[src/rtl/lc_pkg.sv]
// -----------------------------------------------------------------------------
// lc_pkg
// Shared sizing constants and helpers for the local-coincidence detector.
//   N_CHAN    : number of discriminator channels
//   WIN_WIDTH : width of the window length setting and per-channel counters
//   THR_WIDTH : width of the coincidence threshold and active-channel count
//               (2**THR_WIDTH must exceed N_CHAN so the count never wraps)
//   popcount  : number of set bits in an N_CHAN-wide vector, THR_WIDTH bits
// -----------------------------------------------------------------------------
package lc_pkg;

  localparam int N_CHAN    = 24;
  localparam int WIN_WIDTH = 8;
  localparam int THR_WIDTH = 5;

  function automatic logic [THR_WIDTH-1:0] popcount(input logic [N_CHAN-1:0] v);
    logic [THR_WIDTH-1:0] n;
    n = '0;
    for (int i = 0; i < N_CHAN; i++) begin
      n = n + {{(THR_WIDTH-1){1'b0}}, v[i]};
    end
    return n;
  endfunction

endpackage

[src/rtl/lc_window_ctr.sv]
// -----------------------------------------------------------------------------
// lc_window_ctr
// Single-channel coincidence window. A trigger loads the counter with W-1
// (W = max(width, 1)) and the window reads open on the trigger cycle itself
// plus every following cycle in which the counter is non-zero, giving exactly
// W open cycles. A trigger inside an open window reloads and so extends it.
// Ports:
//   clk   : system clock, rising edge
//   rst_n : asynchronous active-low reset, clears the counter
//   trig  : discriminator trigger pulse (a held level retriggers every cycle)
//   width : window length in cycles, 0 is treated as 1
//   open  : window open this cycle (combinational)
// -----------------------------------------------------------------------------
module lc_window_ctr
  import lc_pkg::*;
#(
  parameter int P_WIN_WIDTH = WIN_WIDTH
) (
  input  logic                   clk,
  input  logic                   rst_n,
  input  logic                   trig,
  input  logic [P_WIN_WIDTH-1:0] width,
  output logic                   open
);

  logic [P_WIN_WIDTH-1:0] cnt;
  logic [P_WIN_WIDTH-1:0] reload;

  // The trigger cycle already counts as open, so the counter only has to
  // cover the remaining W-1 cycles; width 0 behaves like width 1.
  always_comb begin
    reload = '0;
    if (width != '0) begin
      reload = width - P_WIN_WIDTH'(1);
    end
  end

  // Down-counter that saturates at zero.
  always_ff @(posedge clk or negedge rst_n) begin
    if (!rst_n) begin
      cnt <= '0;
    end else if (trig) begin
      cnt <= reload;
    end else if (cnt != '0) begin
      cnt <= cnt - P_WIN_WIDTH'(1);
    end
  end

  assign open = trig | (cnt != '0);

endmodule

[src/rtl/lc_window_detector.sv]
// -----------------------------------------------------------------------------
// lc_window_detector
// Multi-channel local-coincidence detector for the mDOM digitizer front end.
// Every channel runs its own coincidence window; a channel is flagged while
// its window is open and at least n_lc_thr channels have open windows in the
// same cycle. The flag is registered, one clock after the triggering edge.
// Ports:
//   clk             : system clock, rising edge
//   rst_n           : asynchronous active-low reset
//   trig            : per-channel trigger pulses [P_N_CHAN]
//   lc_window_width : window length in cycles (0 treated as 1), quasi-static
//   n_lc_thr        : minimum number of open windows, quasi-static
//   local_coinc     : registered per-channel coincidence flag [P_N_CHAN]
//   lc_nact         : registered open-window count, only when LC_NACT_OUT_EN
//                     is defined (diagnostics / header multiplicity field)
// Optional feature macro: LC_NACT_OUT_EN
// Note: the active count is built with the package popcount, so overriding
// P_N_CHAN or P_THR_WIDTH beyond the package constants needs lc_pkg updated.
// -----------------------------------------------------------------------------
module lc_window_detector
  import lc_pkg::*;
#(
  parameter int P_N_CHAN    = N_CHAN,
  parameter int P_WIN_WIDTH = WIN_WIDTH,
  parameter int P_THR_WIDTH = THR_WIDTH
) (
  input  logic                   clk,
  input  logic                   rst_n,
  input  logic [P_N_CHAN-1:0]    trig,
  input  logic [P_WIN_WIDTH-1:0] lc_window_width,
  input  logic [P_THR_WIDTH-1:0] n_lc_thr,
  output logic [P_N_CHAN-1:0]    local_coinc
`ifdef LC_NACT_OUT_EN
  ,
  output logic [P_THR_WIDTH-1:0] lc_nact
`endif
);

  logic [P_N_CHAN-1:0]    win_open;
  logic [P_THR_WIDTH-1:0] nact;
  logic                   coinc_ok;

  for (genvar i = 0; i < P_N_CHAN; i++) begin : g_chan
    lc_window_ctr #(
      .P_WIN_WIDTH (P_WIN_WIDTH)
    ) u_ctr (
      .clk   (clk),
      .rst_n (rst_n),
      .trig  (trig[i]),
      .width (lc_window_width),
      .open  (win_open[i])
    );
  end

  // A threshold above the channel count can never be met, so the flags stay
  // low; a threshold of zero flags every open window.
  assign nact     = P_THR_WIDTH'(popcount(N_CHAN'(win_open)));
  assign coinc_ok = (nact >= n_lc_thr);

  always_ff @(posedge clk or negedge rst_n) begin
    if (!rst_n) begin
      local_coinc <= '0;
    end else begin
      local_coinc <= coinc_ok ? win_open : '0;
    end
  end

`ifdef LC_NACT_OUT_EN
  // Multiplicity is registered alongside the flags so both describe the
  // same cycle.
  always_ff @(posedge clk or negedge rst_n) begin
    if (!rst_n) begin
      lc_nact <= '0;
    end else begin
      lc_nact <= nact;
    end
  end
`endif

endmodule

[config.mk]
export PLATFORM = sky130hd
export DESIGN_NAME = lc_window_detector
export DESIGN_NICKNAME = d
export VERILOG_FILES = /design/src/rtl/lc_pkg.sv /design/src/rtl/lc_window_ctr.sv /design/src/rtl/lc_window_detector.sv
export SDC_FILE = /design/constraint.sdc
export NUM_CORES = 1
export LEC_CHECK = 0
export BUFFER_PORTS_ARGS = -buffer_cell sky130_fd_sc_hd__buf_2
export CAP_MARGIN = 20
export CORE_UTILIZATION = 58
export DETAILED_ROUTE_END_ITERATION = 6
export HOLD_SLACK_MARGIN = 0.06
export PLACE_DENSITY = 0.81
export SYNTH_ARGS = -nofsm -noshare
export SYNTH_HDL_FRONTEND = slang
export SYNTH_SLANG_ARGS = --single-unit
[constraint.sdc]
create_clock -name clk -period 8 [get_ports clk]
set_input_delay 0.4 -clock clk [delete_from_list [all_inputs] [get_ports clk]]
set_output_delay 0.4 -clock clk [all_outputs]
set_load 0.02 [all_outputs]
==> results of run 1 <==
[what timing repair did]
item                                   4_1_cts  5_1_grt
endpoints found under the hold margin      108        0
setup endpoints to repair                    0        0
hold buffers                                 1        0
gates resized for setup                      0        0
[cells by family after synthesis]
logic type | after synthesis | share of synthesized area [%]
simple gates | 430 | 17.6
mux | 14 | 1.17
xor+xnor | 124 | 8.81
fa+ha+maj | 71 | 8.24
buf+inv | 152 | 4.74
flops | 216 | 43.8
compound gates | 318 | 15.7
[worst max-delay path by stage]
stage	endpoint	slack [ns]	from
4_1_cts	local_coinc[14]	1.80	g_chan[0].u_ctr.cnt[3]
2_1_floorplan	local_coinc[16]	2.31	g_chan[7].u_ctr.cnt[2]
3_3_place_gp	local_coinc[6]	1.99	g_chan[0].u_ctr.cnt[3]
3_5_place_dp	local_coinc[14]	1.83	g_chan[0].u_ctr.cnt[3]
6_report	local_coinc[14]	1.80	g_chan[0].u_ctr.cnt[3]
5_1_grt	local_coinc[6]	1.31	g_chan[0].u_ctr.cnt[3]
[where the power goes]
group          total [mW]  switching (mW)  internal, mW
clock network        1.23           0.455         0.774
logic               0.619           0.356         0.262
registers            1.40           0.154          1.25
total                3.25           0.966          2.29
[routing by layer]
layer  vias to the layer above  global-route usage, %  wire length [um]
li1                       4636                      -                 -
met1                      4712                   38.1             12600
met2                       250                   46.1             14100
met3                        63                   3.77              1710
met4                         2                   8.87               780
met5                         -                      0                12
[critical path: cells and delay by family, from the launching register on]
family,cells,cell delay (ns)
AOI/OAI and AO/OA,5,0.88
xor gates and xnor gates,1,0.14
adders and majority gates,7,3.06
buffers and inverters,6,0.76
DFF,1,0.42
and+or+nand+nor,3,0.77
[cell type report]
type                    instances  area share, %
multi-input cells             957           46.3
flip-flops and latches        216           39.3
clock buffers                  31           5.08
repair buffers                 73           3.09
well taps                     270           2.46
inverters                      88           2.40
clock inverters                13           1.40
[sequential cells by signal (all words and copies together), names as in the netlist]
name / count
g_chan.u_ctr.cnt: 192
local_coinc: 24
[through the flow]
stage / utilization, % / std cells / power, mW / hold WS (ns)
6_report: 66.9 / 1648 / 3.25 / 0.162
2_1_floorplan: - / 1325 / 1.84 / 0.104
3_5_place_dp: 62.4 / 1602 / 2.02 / 0.525
3_3_place_gp: 62.4 / 1602 / 1.99 / 0.523
4_1_cts: 66.8 / 1647 / 3.26 / 0.156
5_1_grt: 66.9 / 1648 / 3.42 / 0.182
[cells in the final DEF, fill, tap and decap left out, types with 54 or more instances in the layout]
master | Yosys | routed
dfrtp_1 | 216 | 216
nor2_1 | 173 | 171
a21oi_1 | 113 | 112
inv_1 | 86 | 86
nand2_1 | 85 | 85
o21ai_0 | 83 | 83
xor2_1 | 72 | 72
a211oi_1 | 64 | 64
buf_2 | 5 | 61
ha_1 | 54 | 54
==> metrics, run 1 <==
status finished, final reports clean; TNS Setup 0 ns; initial antenna violation count 1; distinct cell type count after synthesis 53; Crit. End Element flip-flop; Register Area about 5400 um2; crit-path cells nor4_1 -> and4b_1 -> inv_1 -> fa_1 -> inv_1 -> fa_1 -> inv_1 -> fa_1 -> fa_1 -> inv_1 -> fa_1 -> inv_1 -> ha_1 -> a21o_1 -> a21oi_1 -> xnor2_1 -> ha_1 -> o21ai_0 -> o21bai_1 -> a21oi_2 -> buf_4 -> nor2_1; insertion delay to the later sink of the worst-skew pair roughly 0.53 ns; synth top area cells dfrtp_1, ha_1, nor2_1; hold_sp trig[6]; VDD IR max roughly 0.21 mV; setup slack at placement 1.83 ns; fin. max-slew vios 0; total global-route track usage roughly 28%; Max Freq around 160 MHz; post-detail-place hpwl 18500 um; Clock Sinks between 200 and 250; area leader, netlist dfrtp_1; Post-DRT Antenna Nets 0; FILL cells ~1600; Worst slew margin between 30% and 40%; Post-Syn Nets approximately 1400; CTS root buf clkbuf_16; Synth Cell Area 12300 um2; total CTS buffers 24; Synth Flop Type dfrtp_1; Clock Pin Slew Worst Setup and Hold Paths 0.06 ns; area grow syn2layout 11.5%; Crit Path Max Fanout 15; chip height approximately 150 um; actual slew at the worst max-slew pin between 0.9 and 1 ns; Period minus WS final slightly above 6 ns; Max Root-Sink Buffers 3; DR DRC count 0; drt first pass iters 5; Post-CTS Repair Setup Buffers 0; register area share after synthesis a little over two fifths; ant diodes 0; # port buffers slightly above 60; reg-to-reg startpoint g_chan[0].u_ctr.cnt[3]; final WL 29200 um; # rows 52; Startpoint Class flip-flop; R2R Setup Slk ~1.8 ns; Crit-path slowest cell fa_1; TritonCTS clock tree yes; area of the multi-input gates between 6000 and 7000 um2; r2r worst-path depth 22; FFs w/ async S/R, synth between 90% and 100%; CORE AREA 20600 um2; final hold viol count 0; Setup-failing EPs final 0; DRT iter0 DRCs between 600 and 700; Die X approximately 150 um; routability cong. approximately 0.84; final instance area roughly 14000 um2; Final Skew 0.0194 ns; Post-synth EDFFs 0; H-tree Lvls 1; first-pass GRT wire length slightly below 50000 um; leak pwr roughly 6.0 nW; crit-path max cell delay 0.58 ns; hold path endpoint g_chan[6].u_ctr.cnt[2]; via count about 9700; Syn. warnings 0; initial core utilization 60.0%; critical path class reg -> reg; Synth top area share between 40% and 50%; placed instance area between 10000 and 15000 um2; max-capacitance violation count 0; WL/cell between 15 and 20 um; Synth Instances between 1000 and 1500; RR Endpoint local_coinc[14]; share of layout cells above drive strength 1 approximately a tenth; nets@finish 1470; Hold Path Class in -> reg; largest net degree at the start of global routing around 110; hold-critical path depth 2; fin worst setup slack 1.80 ns; Synth Register Bits around 220; Final Cycle Share 77.5%; critical path required time between 8 and 9 ns; number of global-route vias before repair 9568; GRT Residual Overflow 0; RSZ-0062 raised after global routing false; P per Cell Area 236 nW/um2; Die ar. 21900 um2; Top Ports 63; critical path arrival 6.59 ns; Synth top cells by count dfrtp_1, nor2_1, a21oi_1, inv_1, nand2_1; vias per inst slightly below 6; Avg Inst Size Synth a little over 9 um2; top-count cell post-synth dfrtp_1
No activity file was read; power rests on OpenSTA's default activity.
==> run 2: changes to the inputs <==
--- a/config.mk
+++ b/config.mk
@@ -7,10 +7,10 @@
 export LEC_CHECK = 0
 export BUFFER_PORTS_ARGS = -buffer_cell sky130_fd_sc_hd__buf_2
 export CAP_MARGIN = 20
-export CORE_UTILIZATION = 58
+export CORE_UTILIZATION = 56
 export DETAILED_ROUTE_END_ITERATION = 6
 export HOLD_SLACK_MARGIN = 0.06
-export PLACE_DENSITY = 0.81
+export PLACE_DENSITY = 0.82
 export SYNTH_ARGS = -nofsm -noshare
 export SYNTH_HDL_FRONTEND = slang
 export SYNTH_SLANG_ARGS = --single-unit
==> constraint.sdc (replaced) <==
create_clock -name clk -period 5.35 [get_ports clk]
set_input_delay 0.2675 -clock clk [delete_from_list [all_inputs] [get_ports clk]]
set_output_delay 0.2675 -clock clk [all_outputs]
set_load 0.02 [all_outputs]
==> run 2 against run 1 <==
The run now ends with negative setup slack left. Total power rose by 52%. Combinational power increased by 78%. Register-to-register slack lost 2.1 ns. Worst hold slack got worse by 0.038 ns. Final area grew 6.8%. Wire length is 9.1% higher. Sequential power up 49%. Worst setup slack got worse by 2.1 ns. Die area increased by 3.5%. Clock power rose by 42%.
==> metrics, run 2 (synthesis results as in run 1) <==
status finished with violations; violated checks negative setup slack; vias per inst 5.85; VDD IR max 0.303 mV; number of global-route vias before repair 10300; WL/cell 18.1 um; # rows 53; area grow syn2layout 19.2%; max-capacitance violation count 0; H-tree Lvls 1; TritonCTS clock tree yes; Post-DRT Antenna Nets 0; crit-path cells nor4_2 -> and4b_2 -> inv_4 -> fa_1 -> inv_2 -> fa_1 -> fa_1 -> fa_1 -> inv_1 -> fa_1 -> ha_2 -> fa_2 -> xor2_2 -> ha_1 -> a211oi_2 -> o21bai_2 -> a21oi_4 -> buf_6 -> buf_12 -> nor2_1; fin. max-slew vios 0; P per Cell Area about 340 nW/um2; Layout Cells excl Fill 1761; DRT iter0 DRCs roughly 650; Die ar. ~23000 um2; Inst Count DP roughly 1700; share of layout cells above drive strength 1 18.5%; fin worst setup slack -0.254 ns; total CTS buffers 25; critical path required time ~5.8 ns; chip height ~150 um; Startpoint Class flip-flop; Final Skew 0.0129 ns; Clock Pin Slew Worst Setup and Hold Paths roughly 0.06 ns; Max Root-Sink Buffers 3; via count 10300; CORE AREA about 21000 um2; Max Freq 178 MHz; Setup-failing EPs final 24; met2 Resource Use GR roughly half; crit path buf inv count 5; max reg flops ~190; most frequent CP cell fa_1; actual slew at the worst max-slew pin ~1.0 ns; Period minus WS final ~5.6 ns; final hold viol count 0; routability cong. 0.866; initial core utilization a little under 60%; Final Cycle Share 105%; Die X 150 um; Clock Sinks 216; critical path arrival ~6 ns; post-detail-place hpwl ~21000 um; CTS root buf clkbuf_16; nets@finish ~1600; DR DRC count 0; # port buffers between 60 and 70; Crit. End Element flip-flop; Top Ports 63; commonest non-fill, non-tap cell in the layout dfrtp_1; leak pwr between 6 and 7 nW; Worst slew margin roughly a third; register name with the most flops g_chan.u_ctr.cnt; top flop regs g_chan.u_ctr.cnt: 192 flops, local_coinc: 24 flops; Total Power 4.93 mW; RSZ-0062 raised after global routing true; crit-path max cell delay 0.55 ns; gr busiest metal met2; critical path class reg -> reg; met3 Use GR under 10%; post-layout util 69.0%; Crit Path Max Fanout 7; total global-route track usage just under 30%; most frequent cells in the layout dfrtp_1, nor2_1, a21oi_1; first-pass GRT wire length 51600 um; Crit-path slowest cell fa_1; cell family with most CP delay adder cells; Hold Path Class in -> reg; largest net degree at the start of global routing 120; initial antenna violation count 4; final WL about 32000 um; setup slack at placement -0.229 ns; drt first pass iters 5; GRT Residual Overflow 0; insertion delay to the later sink of the worst-skew pair roughly 0.52 ns; met1 GRT Util approximately two fifths
-- run 2: cell types whose count changed in the layout (fill, tap and decap cells not counted), moves of 6 or more --
cell	previous run	this run
buf_4	9	106
inv_1	86	80
nor2_1	171	163
nor2_2	3	9
nor4_1	30	21
nor4_2	1	8
-- run 2: cell type report --
cell class              instances  area, um2
multi-input cells             957       6540
clock inverters                10        125
fillers                      1491       6590
well taps                     275        344
inverters                      88        333
flip-flops and latches        216       5410
repair buffers                178       1230
diodes                          2       5.00
clock buffers                  35        713
-- run 2: repair_timing --
action	in CTS	in global routing
endpoints found under the setup margin	24	24
endpoints found under the hold margin	124	0
setup buffers	6	3
gates cloned	1	1
pin swaps	11	7
gates resized for setup	17	20
hold buffers	4	0
-- run 2: final timing paths --
path | from | end | slack [ns] | cells after the start
worst max-delay path | g_chan[0].u_ctr.cnt[6] | local_coinc[5] | -0.25 | 20
worst min-delay path | trig[4] | g_chan[4].u_ctr.cnt[0] | 0.12 | 3
worst max register to register | g_chan[0].u_ctr.cnt[6] | local_coinc[5] | -0.25 | 20
worst min register to register | g_chan[20].u_ctr.cnt[1] | g_chan[20].u_ctr.cnt[1] | 0.57 | 2
max in group asynchronous | rst_n | g_chan[21].u_ctr.cnt[3] | 3.59 | 3
min in group asynchronous | rst_n | g_chan[4].u_ctr.cnt[7] | 0.34 | 2
-- run 2: worst min-delay path: stages --
cell	delay, ns
buf_2	0.19
nand2_1	0.09
o21ai_1	0.06
-- run 2: power breakdown --
group,internal (mW),switching (mW)
sequential,1.87,0.212
clock,1.07,0.676
combinational,0.495,0.607
total,3.43,1.50
-- run 2: layer usage --
metal	up-vias	share of wire (%)
li1	4867	-
met1	5048	41
met2	310	50
met3	75	6.5
met4	4	2.5
met5	-	0.078
-- run 2: metrics by stage --
step                      TNS, ns  area, um2  hold WS [ns]
final                       -5.28      14700         0.124
after global routing        -9.81      14700         0.140
after CTS                   -2.79      14600         0.115
after detailed placement    -5.18      13600         0.416
after global placement      -1.71      13600         0.411
after floorplan                 0      12400       -0.0281
==> run 3: changes to the inputs <==
--- a/config.mk
+++ b/config.mk
@@ -10,7 +10,7 @@
 export CORE_UTILIZATION = 56
 export DETAILED_ROUTE_END_ITERATION = 6
 export HOLD_SLACK_MARGIN = 0.06
-export PLACE_DENSITY = 0.82
+export PLACE_DENSITY_LB_ADDON = 0.15
 export SYNTH_ARGS = -nofsm -noshare
 export SYNTH_HDL_FRONTEND = slang
 export SYNTH_SLANG_ARGS = --single-unit
==> run 3 against run 2 <==
The flow still finishes with violations (negative setup slack). Fmax is 0.59% higher. Worst setup slack better by 0.033 ns. Clock skew hardly changed. Critical path type unchanged. Critical endpoint is now local_coinc[22]. Largest cell class unchanged. Largest power group unchanged. Highest routed layer is now met4.
==> metrics, run 3 (synthesis results as in run 1) <==
r2r worst-path depth 19; Die ar. 22600 um2; Switch Pwr 1.48 mW; DRT iter0 DRCs between 500 and 600; met2 WL post-DR between 10000 and 15000 um; Top Metal Used met4; post-detail-place hpwl between 15000 and 20000 um; TritonCTS clock tree yes; actual slew at the worst max-slew pin 0.884 ns; Clock Pin Slew Worst Setup and Hold Paths 0.06 ns; setup slack at placement -0.204 ns; register name with the most flops g_chan.u_ctr.cnt; Die X about 150 um; Power Internal roughly 3.4 mW; area grow syn2layout 19.2%; via count 9963; Startpoint Class flip-flop; Flop pwr share 42.0%; DR DRC count 0; max reg flops around 190; Max Root-Sink Buffers 3; ant diodes 0; number of global-route vias before repair approximately 10000; violated checks negative setup slack; WL/cell between 15 and 20 um; metal3 WL about 1800 um; max-capacitance violation count 0; leak pwr 6.46 nW; Top Ports 63; # port buffers a little over 60; status finished with violations; WL met1 13700 um; commonest non-fill, non-tap cell in the layout dfrtp_1; initial core utilization just under 60%; R2R Setup Slk -0.22 ns; insertion delay to the later sink of the worst-skew pair 0.52 ns; Period minus WS final between 5 and 6 ns; largest net degree at the start of global routing between 100 and 150; first-pass GRT wire length between 50000 and 60000 um; VDD IR max around 0.3 mV; Inst Count DP between 1500 and 2000; Clock Sinks around 220; total CTS buffers 25; Hold Path Class in -> reg; fin. max-slew vios 0; critical path arrival between 5 and 6 ns; P per Cell Area about 340 nW/um2; Post-DRT Antenna Nets 0; CTS root buf clkbuf_16; routability cong. just over 0.8; share of layout cells above drive strength 1 around 18%; most frequent cells in the layout dfrtp_1, nor2_1, a21oi_1; chip height between 150 and 200 um; Worst slew margin between 40% and 50%; combinational power share a little over a fifth; Crit. End Element flip-flop; initial antenna violation count 0; vias per inst around 5.7; CORE AREA between 20000 and 25000 um2; RSZ-0062 raised after global routing true; critical path capture point local_coinc[22]; final hold viol count 0; Crit Path Max Fanout 5; reg-to-reg startpoint g_chan[0].u_ctr.cnt[5]; GRT Residual Overflow 0; top flop regs g_chan.u_ctr.cnt: 192 flops, local_coinc: 24 flops; drt first pass iters 5; critical path required time about 5.8 ns; Setup-failing EPs final 24; Layout Cells excl Fill about 1800; Final Cycle Share 104%; H-tree Lvls 1; clock power share 36.2%; RR Endpoint local_coinc[22]; Final Skew 0.0127 ns; Critical path origin g_chan[0].u_ctr.cnt[5]; fin worst setup slack -0.221 ns; final WL around 31000 um; switch share between 30 and 40%; # rows 53; total global-route track usage between 20% and 30%; Max Freq 180 MHz; critical path class reg -> reg; nets@finish 1569
[run 3: timing repair]
item                                   in CTS  in global routing
hold buffers                                4                  0
cloned                                      2                  0
endpoints found under the hold margin      93                  0
gates resized for setup                    22                 11
pin swaps                                   2                  3
buffers inserted                            5                  2
setup endpoints to repair                  24                 24
[run 3: power groups by stage]
stage	combinational (mW)	clock [mW]	sequential, mW
2_1_floorplan	0.674	0	2.09
3_3_place_gp	1.00	0	2.08
3_5_place_dp	1.03	0	2.09
4_1_cts	1.07	1.81	2.07
5_1_grt	1.21	1.88	2.10
6_report	1.07	1.78	2.07
[run 3: cell type report]
class | count | area (um2)
inverter | 88 | 330
timing repair buffer | 171 | 1220
clock buffer | 37 | 731
sequential | 216 | 5410
clock inverter | 9 | 128
multi-input combinational | 957 | 6530
tap | 275 | 344
fill | 1625 | 6590
[run 3: how the worst min path moves through the flow]
stage | from | to | slack (ns) | cells past startpoint
after detailed placement | rst_n | g_chan[4].u_ctr.cnt[3] | 0.32 | 1
after CTS | trig[15] | g_chan[15].u_ctr.cnt[2] | 0.11 | 3
after global routing | trig[12] | g_chan[12].u_ctr.cnt[4] | 0.14 | 2
final | trig[12] | g_chan[12].u_ctr.cnt[7] | 0.13 | 2
after global placement | rst_n | g_chan[4].u_ctr.cnt[3] | 0.32 | 1
after floorplan | rst_n | g_chan[0].u_ctr.cnt[0] | -0.03 | 0
[run 3: critical path, cell delays in order, from the launching register on]
cell	delay, ns
dfrtp_1	0.38
nor4_2	0.31
and4b_2	0.28
inv_2	0.06
fa_1	0.58
inv_2	0.05
fa_2	0.54
fa_1	0.45
fa_1	0.52
inv_1	0.05
fa_1	0.44
ha_2	0.22
fa_2	0.56
ha_4	0.20
a211oi_2	0.17
o21bai_1	0.13
a21oi_4	0.16
buf_6	0.16
buf_16	0.15
nor2_4	0.04
[run 3: layer usage]
layer  GRT usage, %  vias up
li1               -     4841
met1           40.2     4823
met2           45.0      249
met3           4.58       50
met4           9.04        0
met5              0        -
[run 3: metrics by stage]
| step | TNS [ns] | area, um2 | total power [mW] | util, % | hold WS (ns) |
|---|---|---|---|---|---|
| 3_5_place_dp | -4.19 | 13600 | 3.12 | 63.7 | 0.321 |
| 5_1_grt | -10.13 | 14700 | 5.19 | 69.0 | 0.141 |
| 3_3_place_gp | -2.94 | 13600 | 3.08 | 63.7 | 0.320 |
| 4_1_cts | -4.24 | 14600 | 4.95 | 68.8 | 0.113 |
| 6_report | -4.55 | 14700 | 4.93 | 69.0 | 0.132 |
| 2_1_floorplan | 0 | 12400 | 2.76 | - | -0.0281 |
